`src/rtl/link_pkg.sv`:
```
// Shared types and constants for the host SPI link scheduler.
package link_pkg;

  typedef enum logic [2:0] {
    IDLE,
    PRE0,
    PRE1,
    XFER,
    GAP
  } link_state_t;

  typedef enum logic {
    TGT_VIDEO,
    TGT_AUDIO
  } link_target_t;

  localparam logic [7:0] PREAMBLE0 = 8'h00;
  localparam logic [7:0] PREAMBLE1 = 8'hFF;

endpackage

```
`src/rtl/link_arbiter.sv`:
```
// Video/audio grant decision for the SPI link, with the audio starvation guard counter.
module link_arbiter
  import link_pkg::*;
#(
  parameter int unsigned AUDIO_LOW     = 32,
  parameter int unsigned MAX_AUDIO_RUN = 3
) (
  input  logic         CLK_40,
  input  logic         reset_n,
  input  logic         arb_en,
  input  logic         video_req,
  input  logic [7:0]   audio_fill,
  output logic         grant,
  output link_target_t grant_tgt
);

  logic [7:0] audio_run_q, audio_run_d;
  logic       audio_need;

  assign audio_need = (audio_fill <= 8'(AUDIO_LOW));

  always_comb begin
    grant       = 1'b0;
    grant_tgt   = TGT_VIDEO;
    audio_run_d = audio_run_q;
    if (arb_en) begin
      // Video wins once audio has held the link MAX_AUDIO_RUN times in a row.
      if (audio_need && video_req && (audio_run_q == 8'(MAX_AUDIO_RUN))) begin
        grant     = 1'b1;
        grant_tgt = TGT_VIDEO;
      end else if (audio_need) begin
        grant     = 1'b1;
        grant_tgt = TGT_AUDIO;
      end else if (video_req) begin
        grant     = 1'b1;
        grant_tgt = TGT_VIDEO;
      end
    end
    if (grant) begin
      if (grant_tgt == TGT_VIDEO) begin
        audio_run_d = 8'd0;
      end else if (video_req) begin
        audio_run_d = audio_run_q + 8'd1;
      end
    end
  end

  always_ff @(posedge CLK_40 or negedge reset_n) begin
    if (!reset_n) begin
      audio_run_q <= 8'd0;
    end else begin
      audio_run_q <= audio_run_d;
    end
  end

endmodule

```
`src/rtl/link_scheduler.sv`:
```
// Sequences the host SPI link between the video write bank and the audio FIFO:
// preamble check, payload steering with running address, byte timeout and inter-transfer gap.
module link_scheduler
  import link_pkg::*;
#(
  parameter int unsigned VIDEO_BYTES    = 90,
  parameter int unsigned AUDIO_BYTES    = 64,
  parameter int unsigned AUDIO_LOW      = 32,
  parameter int unsigned MAX_AUDIO_RUN  = 3,
  parameter int unsigned GAP_CYCLES     = 40,
  parameter int unsigned TIMEOUT_CYCLES = 40000,
  parameter int unsigned ADDR_W         = 16
) (
  input  logic              CLK_40,
  input  logic              reset_n,
  input  logic              video_req,
  input  logic [7:0]        audio_fill,
  input  logic              rx_byte_valid,
  input  logic [7:0]        rx_byte,
  output logic              chip_select,
  output logic              wr_en_video,
  output logic              wr_en_audio,
  output logic [ADDR_W-1:0] wr_addr,
  output logic [7:0]        wr_data,
  output logic              video_done,
  output logic              audio_done,
  output logic              sync_err,
  output logic              timeout_err
);

  link_state_t       state_q, state_d;
  link_target_t      tgt_q, tgt_d;
  logic [ADDR_W-1:0] count_q, count_d;
  logic [31:0]       timer_q, timer_d;
  logic [31:0]       gap_q, gap_d;
  logic              cs_q, cs_d;
  logic              wr_en_video_q, wr_en_video_d;
  logic              wr_en_audio_q, wr_en_audio_d;
  logic [ADDR_W-1:0] wr_addr_q, wr_addr_d;
  logic [7:0]        wr_data_q, wr_data_d;
  logic              video_done_q, video_done_d;
  logic              audio_done_q, audio_done_d;
  logic              sync_err_q, sync_err_d;
  logic              timeout_err_q, timeout_err_d;

  logic              arb_en;
  logic              grant;
  link_target_t      grant_tgt;
  logic [ADDR_W-1:0] last_idx;
  logic              go_gap;

  assign arb_en   = (state_q == IDLE);
  assign last_idx = (tgt_q == TGT_VIDEO) ? ADDR_W'(VIDEO_BYTES - 1) : ADDR_W'(AUDIO_BYTES - 1);

  link_arbiter #(
    .AUDIO_LOW    (AUDIO_LOW),
    .MAX_AUDIO_RUN(MAX_AUDIO_RUN)
  ) u_arb (
    .CLK_40    (CLK_40),
    .reset_n   (reset_n),
    .arb_en    (arb_en),
    .video_req (video_req),
    .audio_fill(audio_fill),
    .grant     (grant),
    .grant_tgt (grant_tgt)
  );

  always_comb begin
    state_d       = state_q;
    tgt_d         = tgt_q;
    count_d       = count_q;
    timer_d       = timer_q;
    gap_d         = gap_q;
    cs_d          = cs_q;
    wr_en_video_d = 1'b0;
    wr_en_audio_d = 1'b0;
    wr_addr_d     = wr_addr_q;
    wr_data_d     = wr_data_q;
    video_done_d  = 1'b0;
    audio_done_d  = 1'b0;
    sync_err_d    = 1'b0;
    timeout_err_d = 1'b0;
    go_gap        = 1'b0;

    // Byte watchdog shared by every selected state.
    if ((state_q == PRE0) || (state_q == PRE1) || (state_q == XFER)) begin
      if (rx_byte_valid) begin
        timer_d = 32'd0;
      end else if (timer_q == TIMEOUT_CYCLES - 1) begin
        timeout_err_d = 1'b1;
        go_gap        = 1'b1;
      end else begin
        timer_d = timer_q + 32'd1;
      end
    end

    case (state_q)
      IDLE: begin
        if (grant) begin
          tgt_d     = grant_tgt;
          cs_d      = 1'b0;
          wr_addr_d = '0;
          count_d   = '0;
          timer_d   = 32'd0;
          state_d   = PRE0;
        end
      end
      PRE0: begin
        if (rx_byte_valid) begin
          if (rx_byte == PREAMBLE0) begin
            state_d = PRE1;
          end else begin
            sync_err_d = 1'b1;
            go_gap     = 1'b1;
          end
        end
      end
      PRE1: begin
        if (rx_byte_valid) begin
          if (rx_byte == PREAMBLE1) begin
            count_d = '0;
            state_d = XFER;
          end else begin
            sync_err_d = 1'b1;
            go_gap     = 1'b1;
          end
        end
      end
      XFER: begin
        if (rx_byte_valid) begin
          wr_en_video_d = (tgt_q == TGT_VIDEO);
          wr_en_audio_d = (tgt_q == TGT_AUDIO);
          wr_addr_d     = count_q;
          wr_data_d     = rx_byte;
          count_d       = count_q + ADDR_W'(1);
          if (count_q == last_idx) begin
            video_done_d = (tgt_q == TGT_VIDEO);
            audio_done_d = (tgt_q == TGT_AUDIO);
            go_gap       = 1'b1;
          end
        end
      end
      GAP: begin
        if (gap_q == GAP_CYCLES - 1) begin
          state_d = IDLE;
        end else begin
          gap_d = gap_q + 32'd1;
        end
      end
      default: state_d = IDLE;
    endcase

    if (go_gap) begin
      state_d = GAP;
      cs_d    = 1'b1;
      gap_d   = 32'd0;
    end
  end

  always_ff @(posedge CLK_40 or negedge reset_n) begin
    if (!reset_n) begin
      state_q       <= IDLE;
      tgt_q         <= TGT_VIDEO;
      count_q       <= '0;
      timer_q       <= 32'd0;
      gap_q         <= 32'd0;
      cs_q          <= 1'b1;
      wr_en_video_q <= 1'b0;
      wr_en_audio_q <= 1'b0;
      wr_addr_q     <= '0;
      wr_data_q     <= 8'd0;
      video_done_q  <= 1'b0;
      audio_done_q  <= 1'b0;
      sync_err_q    <= 1'b0;
      timeout_err_q <= 1'b0;
    end else begin
      state_q       <= state_d;
      tgt_q         <= tgt_d;
      count_q       <= count_d;
      timer_q       <= timer_d;
      gap_q         <= gap_d;
      cs_q          <= cs_d;
      wr_en_video_q <= wr_en_video_d;
      wr_en_audio_q <= wr_en_audio_d;
      wr_addr_q     <= wr_addr_d;
      wr_data_q     <= wr_data_d;
      video_done_q  <= video_done_d;
      audio_done_q  <= audio_done_d;
      sync_err_q    <= sync_err_d;
      timeout_err_q <= timeout_err_d;
    end
  end

  assign chip_select = cs_q;
  assign wr_en_video = wr_en_video_q;
  assign wr_en_audio = wr_en_audio_q;
  assign wr_addr     = wr_addr_q;
  assign wr_data     = wr_data_q;
  assign video_done  = video_done_q;
  assign audio_done  = audio_done_q;
  assign sync_err    = sync_err_q;
  assign timeout_err = timeout_err_q;

endmodule

```
`config.mk`:
```
export PLATFORM = sky130hd
export DESIGN_NAME = link_scheduler
export DESIGN_NICKNAME = d
export VERILOG_FILES = /design/src/rtl/link_pkg.sv /design/src/rtl/link_arbiter.sv /design/src/rtl/link_scheduler.sv
export SDC_FILE = /design/constraint.sdc
export NUM_CORES = 1
export LEC_CHECK = 0
export ABC_AREA = 1
export CAP_MARGIN = 20
export CORE_MARGIN = 5
export CORE_UTILIZATION = 50
export CTS_CLUSTER_DIAMETER = 120
export CTS_CLUSTER_SIZE = 28
export DETAILED_ROUTE_END_ITERATION = 10
export PLACE_DENSITY_LB_ADDON = 0.1
export SETUP_SLACK_MARGIN = 0.02
export SKIP_CTS_REPAIR_TIMING = 1
export SLEW_MARGIN = 20
export SYNTH_ARGS = -nofsm -noshare
export SYNTH_HDL_FRONTEND = slang
export SYNTH_SLANG_ARGS = --single-unit
```
`constraint.sdc`:
```
create_clock -name CLK_40 -period 3.6 [get_ports CLK_40]
set_clock_uncertainty 0.05 [all_clocks]
set_input_delay 0.72 -clock CLK_40 [delete_from_list [all_inputs] [get_ports CLK_40]]
set_output_delay 0.72 -clock CLK_40 [all_outputs]
set_load 0.01 [all_outputs]
```
---- Word level (Yosys, flattened, before mapping) ----
Cells that the tools add are included.
cells by class
  mux-type cells .......................... 61
  reductions and logical operators ........ 19
  bitwise logic cells ..................... 1
  equality and inequality tests ........... 22
  add/sub/neg operators ................... 4
  magnitude comparators ................... 1
operators by type and width
  kind                                                 number
  two-way mux 32 bit                                   8
  two-way mux 16 bit                                   5
  adder 32 x 1 -> 32 bit, second input constant        2
  case mux 16 bit (3 select lines)                     1
  two-way mux 1 bit                                    33
  == test 32 x 16 -> 1 bit, second input constant      1
  == test 32 x 6 -> 1 bit, second input constant       1
  case mux 16 bit (2 select lines)                     1
  two-way mux 3 bit                                    7
  adder 16 x 1 -> 16 bit, second input constant        1
  == test 16 x 7 -> 1 bit                              1
  two-way mux 8 bit                                    2
  case mux 3 bit (5 select lines)                      1
  inequality test 2 bit, second input constant         5
  AND reduction 2 bit                                  5
  inequality test 3 bit, second input constant         3
  adder 8 x 1 -> 8 bit, second input constant          1
  == test 8 x 2 -> 1 bit, second input constant        1
  == test 8 bit, second input constant                 1
  <= comparator 8 x 6 -> 1 bit, second input constant  1
  zero test 8 bit                                      1
  nonzero test 2 bit                                   4
  two-way mux 7 bit                                    1
  AND reduction 7 bit                                  1
  other kinds (15)                                     20
storage, ports and cells
  register bits ........................... 123
  input port bits ......................... 20

---- Depth between registers and ports, before layout ----
Gate-level depths: netlist of run 1.
  depth in word-level cells ............... 9
  mapped depth ............................ 14
  mapped depth without buffers ............ 12

---- By module ----
Synthesis of run 1 repeated with hierarchy kept, for this count alone.
unflattened totals
  cell total of the unflattened synthesis .. 1244
  area total of the unflattened synthesis .. 8116.5 um2
by module, submodules not included
  module          area an instance (um2)  times used  sequential area each (um2)  cells each
  link_scheduler  7538.5                  1           2879.0                      1170
  link_arbiter    578.1                   1           200.2                       74

---- Least setup slack after synthesis of run 1 ----
OpenSTA, ideal clock, no wires.
  path kind ............................... input to register
  start ................................... input audio_fill[7]
  end ..................................... register count_q[15]
  cell stages on the path ................. 9
  slack ................................... 1.672 ns
  data required time ...................... 3.485 ns
  library setup time ...................... 0.065 ns
  arrival time ............................ 1.813 ns
  path buffers ............................ 1
  cell sequence ........................... or2_2 -> a21oi_1 -> nor2_1 -> nand2_1 -> nand2_1 -> inv_2 -> buf_2 -> nand3_1 -> nand2_1
on the way
  word-level cells in the longest chain between the ends .. 7
  elaborated cells between the ends (all ways) .. 8
  those cells by class .................... order compare (1); eq/ne (1); mux (3); reduce/logical (3)
RTL lines
  element                                     RTL line               RTL
  from (decl)                                 link_scheduler.sv:17   input logic [7:0] audio_fill,
  <= comparator 8 x 6 -> 1 bit *              link_arbiter.sv:20     assign audio_need = (audio_fill <= 8'(AUDIO_LOW));
  logical AND 1 bit (2 in a row)              link_arbiter.sv:28     if (audio_need && video_req && (audio_run_q == 8'(MAX_AUDIO_RUN))) begin
  two-way mux 1 bit *                         link_arbiter.sv:28
  two-way mux 1 bit *                         link_arbiter.sv:26     if (arb_en) begin
  inequality test 2 x 1 -> 1 bit (no line) *  --
  AND reduction 5 bit (no line) *             --
  to (signal assigned)                        link_scheduler.sv:179  count_q <= count_d;
  to (decl)                                   link_scheduler.sv:33   logic [ADDR_W-1:0] count_q, count_d;
Mark *: on every way between the ends. The rest lies on a longest branch, timed or not.
A chain may end at the register's enable or synchronous reset.

---- Worst setup path in the final report of run 1 ----
  start ................................... register timer_q[0]
  end ..................................... register gap_q[28]
on the way
  word-level cells in the longest chain between the ends .. 9
  elaborated cells between the ends (all ways) .. 15
  those cells by class .................... eq/ne (2); mux (11); reduce/logical (2)
RTL lines
  element                                                                       RTL line                                                             RTL
  from (decl)                                                                   link_scheduler.sv:34                                                 logic [31:0] timer_q, timer_d;
  from (signal assigned)                                                        link_scheduler.sv:180                                                timer_q <= timer_d;
  == test 32 x 16 -> 1 bit *                                                    link_scheduler.sv:89                                                 end else if (timer_q == TIMEOUT_CYCLES - 1) begin
  two-way mux 1 bit *                                                           link_scheduler.sv:89
  two-way mux 1 bit *                                                           link_scheduler.sv:87                                                 if (rx_byte_valid) begin
  two-way mux 1 bit *                                                           link_scheduler.sv:86                                                 if ((state_q == PRE0) || (state_q == PRE1) || (state_q == XFER)) begin
  two-way mux 1 bit (on tied branches)                                          link_scheduler.sv:136, link_scheduler.sv:110, link_scheduler.sv:120
  two-way mux 1 bit (on tied branches)                                          link_scheduler.sv:130, link_scheduler.sv:109, link_scheduler.sv:119
  case mux 1 bit (3 select lines) *                                             link_scheduler.sv:97                                                 case (state_q)
  inequality test 2 bit (no line) / nonzero test 2 bit (equally long branches)  --
  AND reduction 2 bit (no line)                                                 --
  to (signal assigned)                                                          link_scheduler.sv:181                                                gap_q <= gap_d;
  to (decl)                                                                     link_scheduler.sv:35                                                 logic [31:0] gap_q, gap_d;
Marked as above.

==> impl_results.md, run 1 <==
- Run status: complete, no violations
- Arrival time worst endpoint: 2.76 ns
- Sum Neg Setup Slack: 0 ns
- Wire length reported by the detailed router: 18.5 mm
- Least-Margin Pin Slew: 0.686 ns
- Wire length of the first global-routing pass: 30.7 mm
- Overflow after GRT: 0
- Global-route total usage across every layer: 22.8%
- Number of antenna violations at the first check in global routing: 0
- Largest net degree at the start of global routing: 51
- Fill cell count: 1344
- IO Port Bufs: 50
- YS warnings: 0
- Top_reg_cell synth: sky130_fd_sc_hd__dfrtp_1
- Starting DRC count in detailed routing: 580
- Worst Setup Path Type: flip-flop to flip-flop
- Final design utilization: 59.0%
- Post-synthesis sequential area ratio: 42.6%
- Max transition margin: 54.2%
- Number of hold-slack violations in the final timing report: 0
- Clock latency reported for the late side of the worst-skew pair: 0.42 ns
- Number of buffers created by CTS: 17
- Number of different library cells in the post-synthesis netlist: 35
- Asr flop ratio synth: 100%
- H-Tree Depth: 4
- Chip Width: 130 um
- Clock transition at the registers of the reported paths: 0.05 ns
- Y dimension of the die: 130 um
- Cells after DPL: 1224
- Crit start category: flip-flop
- Area of the die: 17000 um^2
- Number of max-slew violations in the final report: 0
- Layout Nets: 1083
- Footprint of the multi-input gates: 3640 um^2
- Area added between synthesis and finish: 17.2%
- Global placement routability congestion: 0.926
- Cell Area, Synth: 7230 um^2
- Top fanout value on the critical path: 14
- Leakage power summed over all cells: 0.00402 uW
- Root buffer selected by CTS: sky130_fd_sc_hd__clkbuf_16
- Class of the most critical hold timing path: input port to async pin
- Setup repair after global routing missed its margin: no
- VDD IR max: 0.326 mV
- Initial Util: 50.3%
- Core outline area: 14400 um^2
- Number of placed I/O pins: 51
- Number of standard cells after synthesis: 1010
- Clock tree from TritonCTS: done
- DRC: 0
- Total power divided by cell area: 369 nW/um^2
- Placement row count: 44
- Detail Placement HPWL: 13.4 mm
- Total iterations of the first detailed-routing run: 5
- Post-placement cell area: 7900 um^2
- Synthesized Nets: 1034
- Tcrit/Tclk final: 69.9%
- Post-route non-filler standard cell count: 1256
- Final Setup Violations: 0
- Register bit total from synthesis: 123
- Number of flops mapped to enable cells by yosys: 0
- Highest attainable clock frequency: 397 MHz
- Synthesized area per cell: 7.15 um^2
- Area of all placed cells without fillers: 8470 um^2
- Num Clock Sinks: 123
- Routed vias: 6681
- Final routed wire length divided by cell count: 14.8 um
- Data required time of the critical path: 3.84 ns
- Max capacitance violation total: 0
- Storage cell area: 3080 um^2
- Antenna violation net count after detailed routing: 0
- Critical path endpoint category: flip-flop
- Count of antenna diodes in the layout: 0
- Vias per Instance: 5.32
- Final min period: 2.52 ns
- Clock tree buffer depth: 2
- Vias in the first global route: 6220
- Share of final-layout standard cells stronger than drive strength 1: 5.78%
## Yosys cell counts (14+ instances only)
master	number	area [um^2]
sky130_fd_sc_hd__nand2_1	283	1060
sky130_fd_sc_hd__nor2_1	150	563
sky130_fd_sc_hd__dfrtp_1	122	3050
sky130_fd_sc_hd__inv_1	89	334
sky130_fd_sc_hd__nand3_1	77	385
sky130_fd_sc_hd__nor3_1	48	240
sky130_fd_sc_hd__a21oi_1	32	160
sky130_fd_sc_hd__o21ai_0	32	160
sky130_fd_sc_hd__xor2_1	32	280
sky130_fd_sc_hd__nand4_1	27	169
sky130_fd_sc_hd__o31ai_1	22	165
sky130_fd_sc_hd__clkbuf_1	14	52.6
## flip-flops by register name, summed over array words and instances, names as in the netlist
register	flops
sync_err	1
wr_addr	16
count_q	16
wr_en_video	1
state_q	3
audio_done	1
chip_select	1
gap_q	32
timer_q	32
timeout_err	1
tgt_q	1
video_done	1
wr_data	8
u_arb.audio_run_q	8
wr_en_audio	1
## final timing paths
kind	from	endpoint	slack, ns	cells after the start
setup / recovery	timer_q[0]	gap_q[28]	1.08	12
hold / removal	reset_n	count_q[10]	0.25	1
setup reg to reg	timer_q[0]	gap_q[28]	1.08	12
hold reg to reg	wr_data[6]	wr_data[6]	0.43	2
max in group asynchronous	reset_n	timer_q[16]	2.47	2
min in group CLK_40	wr_data[6]	wr_data[6]	0.43	2
## layout by cell type (no fill, tap or decap), drive strengths merged, types with 4 or more instances in the layout
cell type      instances
xor2                  32
o21ai                 42
clkbuf                25
buf                   10
a21oi                 33
dfrtp                122
xnor2                  9
nand2                287
clkdlybuf4s50         49
o31ai                 22
nor3                  51
nand4                 27
nand3                 79
ha                     4
inv                   97
nor3b                  7
nor2                 152
## worst max-delay path, stage by stage, from the launching register on
cell	delay, ns
sky130_fd_sc_hd__dfrtp_1	0.41
sky130_fd_sc_hd__ha_1	0.22
sky130_fd_sc_hd__nand2_1	0.11
sky130_fd_sc_hd__nor2_4	0.19
sky130_fd_sc_hd__nand3_1	0.10
sky130_fd_sc_hd__nor2_1	0.27
sky130_fd_sc_hd__nand3_1	0.19
sky130_fd_sc_hd__nand3_2	0.13
sky130_fd_sc_hd__inv_2	0.12
sky130_fd_sc_hd__nand2_2	0.23
sky130_fd_sc_hd__inv_2	0.19
sky130_fd_sc_hd__nand2_1	0.09
sky130_fd_sc_hd__o31ai_1	0.07
## area by class of cell
class / instances / area share, %
inverters: 97 / 4.30
repair buffers: 59 / 6.82
multi-input cells: 761 / 43.0
flip-flops and latches: 123 / 36.4
clock buffers: 25 / 5.73
well taps: 184 / 2.72
clock inverters: 7 / 1.06
## stage by stage
stage / hold slack, ns / worst slack (ns) / total power [uW]
CTS: 0.275 / 1.05 / 3150
detailed placement: 0.418 / 0.627 / 1470
floorplan: 0.374 / 1.67 / 1420
finish: 0.248 / 1.08 / 3120
global placement: 0.413 / 0.695 / 1470
global route: 0.304 / 0.875 / 3230
## cells by family (layout without fill, tap and decap cells)
| group | Yosys count | after routing | share of synthesized area [%] |
|---|---|---|---|
| fa+ha+maj | 4 | 4 | 0.693 |
| compound gates | 104 | 104 | 8.23 |
| buf+inv | 126 | 188 | 7.00 |
| xor+xnor | 41 | 41 | 4.97 |
| flops | 123 | 123 | 42.6 |
| simple gates | 612 | 612 | 36.5 |
## report_power, final
| part | switching [uW] | internal [uW] |
|---|---|---|
| sequential | 0 | 1380 |
| clock | 606 | 1070 |
| combinational | 40.3 | 23.2 |
## layer usage
layer | vias up | wire length, um | GRT usage (%)
met1 | 3108 | 8700 | 31.4
met2 | 170 | 8650 | 36.1
met4 | 0 | 345 | 7.46
met3 | 30 | 834 | 4.71
li1 | 3373 | - | -
met5 | - | 0 | 0
Power figures use the tool's default switching activity.
==> run 2, diff against run 1 <==
==> constraint.sdc (replaced) <==
create_clock -name CLK_40 -period 2.3 [get_ports CLK_40]
set_clock_uncertainty 0.05 [all_clocks]
set_input_delay 0.46 -clock CLK_40 [delete_from_list [all_inputs] [get_ports CLK_40]]
set_output_delay 0.46 -clock CLK_40 [all_outputs]
set_load 0.01 [all_outputs]
==> impl_results.md, run 2 (same netlist as run 1, synthesis figures left out) <==
- IO Port Bufs: 50
- Chip Width: 130 um
- Sum Neg Setup Slack: 0 ns
- Global placement routability congestion: 0.922
- Post-placement cell area: 8120 um^2
- Antenna violation net count after detailed routing: 0
- Number of placed I/O pins: 51
- Crit start category: flip-flop
- Initial Util: 50.3%
- Highest attainable clock frequency: 484 MHz
- Tcrit/Tclk final: 89.8%
- Global-route total usage across every layer: 23.1%
- Run status: complete, no violations
- Final routed wire length divided by cell count: 14.5 um
- Largest net degree at the start of global routing: 57
- Area added between synthesis and finish: 20.5%
- Area of all placed cells without fillers: 8710 um^2
- Top fanout value on the critical path: 7
- Least-Margin Pin Slew: 0.601 ns
- Setup repair after global routing missed its margin: no
- Clock latency reported for the late side of the worst-skew pair: 0.42 ns
- Critical path endpoint category: flip-flop
- Layout Nets: 1109
- Number of buffers created by CTS: 17
- Number of hold-slack violations in the final timing report: 0
- Total iterations of the first detailed-routing run: 5
- Final min period: 2.07 ns
- Class of the most critical hold timing path: flip-flop to flip-flop
- Detailed-route wire length on metal 1: 8.55 mm
- Y dimension of the die: 130 um
- H-Tree Depth: 4
- Number of max-slew violations in the final report: 0
- DRC: 0
- VDD IR max: 0.467 mV
- Core outline area: 14400 um^2
- Max transition margin: 59.9%
- Wire length reported by the detailed router: 18.6 mm
- Data required time of the critical path: 2.61 ns
- Count of antenna diodes in the layout: 0
- Leading cell types in the layout, fill and taps excluded: 283 x sky130_fd_sc_hd__nand2_1, 148 x sky130_fd_sc_hd__nor2_1, 122 x sky130_fd_sc_hd__dfrtp_1
- Leading cell type in the layout, fill and taps excluded: sky130_fd_sc_hd__nand2_1
- Leakage power summed over all cells: 0.00413 uW
- Starting DRC count in detailed routing: 516
- Num Clock Sinks: 123
- Leading registers by flop count: gap_q (32), timer_q (32)
- Wire length of the first global-routing pass: 31.2 mm
- Fill cell count: 1345
- Total Power: 4710 uW
- Wire length on met3: 871 um
- Max capacitance violation total: 0
- Final Setup Violations: 0
- Detail Placement HPWL: 13.8 mm
- Placement row count: 44
- Area of the die: 17000 um^2
- Clock transition at the registers of the reported paths: 0.06 ns
- Vias in the first global route: 6360
- Worst Setup Path Type: flip-flop to flip-flop
- Number of antenna violations at the first check in global routing: 0
- Arrival time worst endpoint: 2.37 ns
- Total power divided by cell area: 541 nW/um^2
- Share of final-layout standard cells stronger than drive strength 1: 8.56%
- Clock tree buffer depth: 2
- Routed vias: 6828
- Vias per Instance: 5.33
- Overflow after GRT: 0
- Total length of routed met2 wires: 8.77 mm
- Max layer used: met4
- Root buffer selected by CTS: sky130_fd_sc_hd__clkbuf_16
- Clock tree from TritonCTS: done
[run 2: cell types whose count changed in the layout (fill, tap and decap cells not counted), moves of 2 or more]
cell / change
sky130_fd_sc_hd__buf_4: +20
sky130_fd_sc_hd__buf_12: +4
sky130_fd_sc_hd__clkinvlp_4: +4
sky130_fd_sc_hd__bufinv_16: -2
sky130_fd_sc_hd__clkbuf_1: -2
sky130_fd_sc_hd__nand3_1: -2
sky130_fd_sc_hd__nand3_2: +2
[run 2: cell type report]
cell class	instances	area (um^2)	share of cell area, %
multi-input cells	761	3660	42.0
flip-flops and latches	123	3080	35.4
repair buffers	85	830	9.52
clock buffers	23	478	5.49
inverters	97	368	4.22
well taps	184	230	2.64
clock inverters	9	65.1	0.747
[run 2: per-stage QoR]
stage	worst slack (ns)	util, %	hold slack (ns)	std cells
5_1_grt	0.0353	60.6	0.450	1282
4_1_cts	0.0812	60.3	-0.0776	1279
3_3_place_gp	0.0563	56.5	0.371	1247
3_5_place_dp	-0.0241	56.5	0.367	1247
2_1_floorplan	0.532	-	0.114	1010
6_report	0.235	60.6	0.429	1282
[run 2: critical path, stage by stage (launching register included)]
cell,delay [ns]
sky130_fd_sc_hd__dfrtp_1,0.39
sky130_fd_sc_hd__ha_1,0.24
sky130_fd_sc_hd__nor3b_1,0.24
sky130_fd_sc_hd__nand3_1,0.12
sky130_fd_sc_hd__o21ai_2,0.27
sky130_fd_sc_hd__clkinvlp_4,0.17
sky130_fd_sc_hd__buf_4,0.18
sky130_fd_sc_hd__nand2_1,0.11
sky130_fd_sc_hd__nor2_1,0.07
sky130_fd_sc_hd__nand2_1,0.05
sky130_fd_sc_hd__nand2_1,0.04
sky130_fd_sc_hd__nor2_1,0.08
[run 2: worst paths after layout]
path / from / slack [ns] / depth (start not counted) / endpoint
worst max-delay path: gap_q[0] / 0.23 / 11 / gap_q[20]
min in group asynchronous: reset_n / 0.47 / 2 / wr_addr[9]
max in group asynchronous: reset_n / 1.06 / 3 / chip_select
worst max register to register: gap_q[0] / 0.23 / 11 / gap_q[20]
worst min register to register: wr_addr[6] / 0.43 / 2 / wr_addr[6]
worst min-delay path: wr_addr[6] / 0.43 / 2 / wr_addr[6]
[run 2: per-layer routing]
layer	global-route usage, %	vias to the layer above
met2	36.4	175
met5	0	-
met4	8.62	0
met1	31.7	3167
met3	4.63	41
li1	-	3445
[run 2: power breakdown]
group	total [uW]	switching, uW	leakage (uW)	internal (uW)
logic	106	64.4	0.00245	42.1
clock network	2440	976	0.000252	1460
registers	2170	0	0.00142	2170
total	4710	1040	0.00413	3670
==> run 3, diff against run 2 <==
--- a/config.mk
+++ b/config.mk
@@ -9,6 +9,7 @@
 export CAP_MARGIN = 20
 export CORE_MARGIN = 5
 export CORE_UTILIZATION = 50
+export CTS_BUF_LIST = sky130_fd_sc_hd__clkbuf_8
 export CTS_CLUSTER_DIAMETER = 120
 export CTS_CLUSTER_SIZE = 28
 export DETAILED_ROUTE_END_ITERATION = 10
==> impl_results.md, run 3 (same netlist as run 1, synthesis figures left out) <==
- Run status: complete, no violations
- Chip Width: 130 um
- Leakage power summed over all cells: 0.00406 uW
- Gr busiest metal: met2
- Area of the die: 17000 um^2
- Tcrit/Tclk final: 90.3%
- Crit Reg-Reg Startpoint: gap_q[0]
- Number of antenna violations at the first check in global routing: 0
- Fill cell count: 1373
- Final routed wire length divided by cell count: 14.4 um
- Number of hold-slack violations in the final timing report: 0
- Minimum setup slack among reg-to-reg paths: 0.22 ns
- Critical register-to-register path endpoint: gap_q[20]
- Antenna violation net count after detailed routing: 0
- Setup repair after global routing missed its margin: no
- Least-Margin Pin Slew: 0.575 ns
- Global-route track usage on met2: 35.7%
- Leading registers by flop count: gap_q (32), timer_q (32)
- Clock latency reported for the late side of the worst-skew pair: 0.45 ns
- Count of antenna diodes in the layout: 0
- Top fanout value on the critical path: 7
- Leading cell type in the layout, fill and taps excluded: sky130_fd_sc_hd__nand2_1
- Wire length reported by the detailed router: 18.5 mm
- Number of placed I/O pins: 51
- Starting DRC count in detailed routing: 475
- Highest attainable clock frequency: 482 MHz
- Crit start category: flip-flop
- Max transition margin: 61.6%
- Clock tree from TritonCTS: done
- Global placement routability congestion: 0.922
- Vias in the first global route: 6335
- Area added between synthesis and finish: 17.8%
- H-Tree Depth: 4
- Clock transition at the registers of the reported paths: 0.08 ns
- Total power divided by cell area: 465 nW/um^2
- Detail Placement HPWL: 13.8 mm
- Number of max-slew violations in the final report: 0
- Final min period: 2.08 ns
- Largest net degree at the start of global routing: 57
- Data required time of the critical path: 2.64 ns
- VDD IR max: 0.432 mV
- Y dimension of the die: 130 um
- Leading cell types in the layout, fill and taps excluded: 283 x sky130_fd_sc_hd__nand2_1, 148 x sky130_fd_sc_hd__nor2_1, 122 x sky130_fd_sc_hd__dfrtp_1
- DRC: 0
- Placement row count: 44
- Wire length of the first global-routing pass: 30.9 mm
- Layout Nets: 1109
- Core outline area: 14400 um^2
- Total Power: 3960 uW
- IO Port Bufs: 50
- Met3 track demand over resource in global routing: 5.12%
- Class of the most critical hold timing path: input port to async pin
- Share of final-layout standard cells stronger than drive strength 1: 8.47%
- Total iterations of the first detailed-routing run: 5
- Critical path endpoint category: flip-flop
- Num Clock Sinks: 123
- Initial Util: 50.3%
- Global-route total usage across every layer: 22.8%
- Clock tree buffer depth: 2
- Number of cell instances on the worst register-to-register path: 11
- Worst Setup Path Type: flip-flop to flip-flop
- Overflow after GRT: 0
- Routed vias: 6792
- Met1 usage in global routing: 31.4%
- Final design utilization: 59.2%
- Number of buffers created by CTS: 17
- Root buffer selected by CTS: sky130_fd_sc_hd__clkbuf_8
- Final Setup Violations: 0
- Arrival time worst endpoint: 2.41 ns
- Max capacitance violation total: 0
- Vias per Instance: 5.30
[run 3: worst max-delay path by stage]
stage,cells after the start,from,end
5_1_grt,12,timer_q[1],gap_q[9]
4_1_cts,10,gap_q[0],gap_q[20]
3_5_place_dp,11,audio_fill[3],timer_q[5]
3_3_place_gp,11,audio_fill[3],timer_q[5]
6_report,11,gap_q[0],gap_q[20]
2_1_floorplan,13,timer_q[0],gap_q[21]
[run 3: final cells by class]
cell class	instances	area, um^2	share of cell area [%]
Clock buffer	20	275	3.23
Tap cell	184	230	2.70
Clock inverter	12	76.3	0.897
Inverter	97	368	4.32
Multi-Input combinational cell	761	3650	42.9
Timing Repair Buffer	85	830	9.74
Sequential cell	123	3080	36.2
[run 3: metal layers]
metal,part of all wire [%],up-vias
li1,-,3438
met1,47,3156
met2,46,159
met3,4.8,39
met4,2.2,0
met5,0,-
[run 3: critical path, stage by stage (launching register included)]
cell	delay, ns
sky130_fd_sc_hd__dfrtp_1	0.40
sky130_fd_sc_hd__ha_1	0.24
sky130_fd_sc_hd__nor3b_1	0.24
sky130_fd_sc_hd__nand3_1	0.12
sky130_fd_sc_hd__o21ai_2	0.27
sky130_fd_sc_hd__clkinvlp_4	0.17
sky130_fd_sc_hd__buf_4	0.18
sky130_fd_sc_hd__nand2_1	0.10
sky130_fd_sc_hd__nor2_1	0.07
sky130_fd_sc_hd__nand2_1	0.05
sky130_fd_sc_hd__nand2_1	0.04
sky130_fd_sc_hd__nor2_1	0.08
[run 3: report_power, final]
group          switching, uW  total [uW]  internal (uW)
clock                    874        1690            817
sequential                 0        2160           2160
combinational           64.7         107           42.0
total                    939        3960           3020
[run 3: metrics by stage]
stage               setup TNS, ns  hold slack, ns  instances  worst slack [ns]  instance area [um^2]
floorplan                       0           0.114       1010             0.532                  7230
global placement                0           0.371       1247            0.0563                  8120
detailed placement        -0.0582           0.367       1247           -0.0241                  8120
CTS                             0          -0.121       1279            0.0802                  8470
global route                    0           0.455       1282            0.0279                  8510
finish                          0           0.432       1282             0.224                  8510
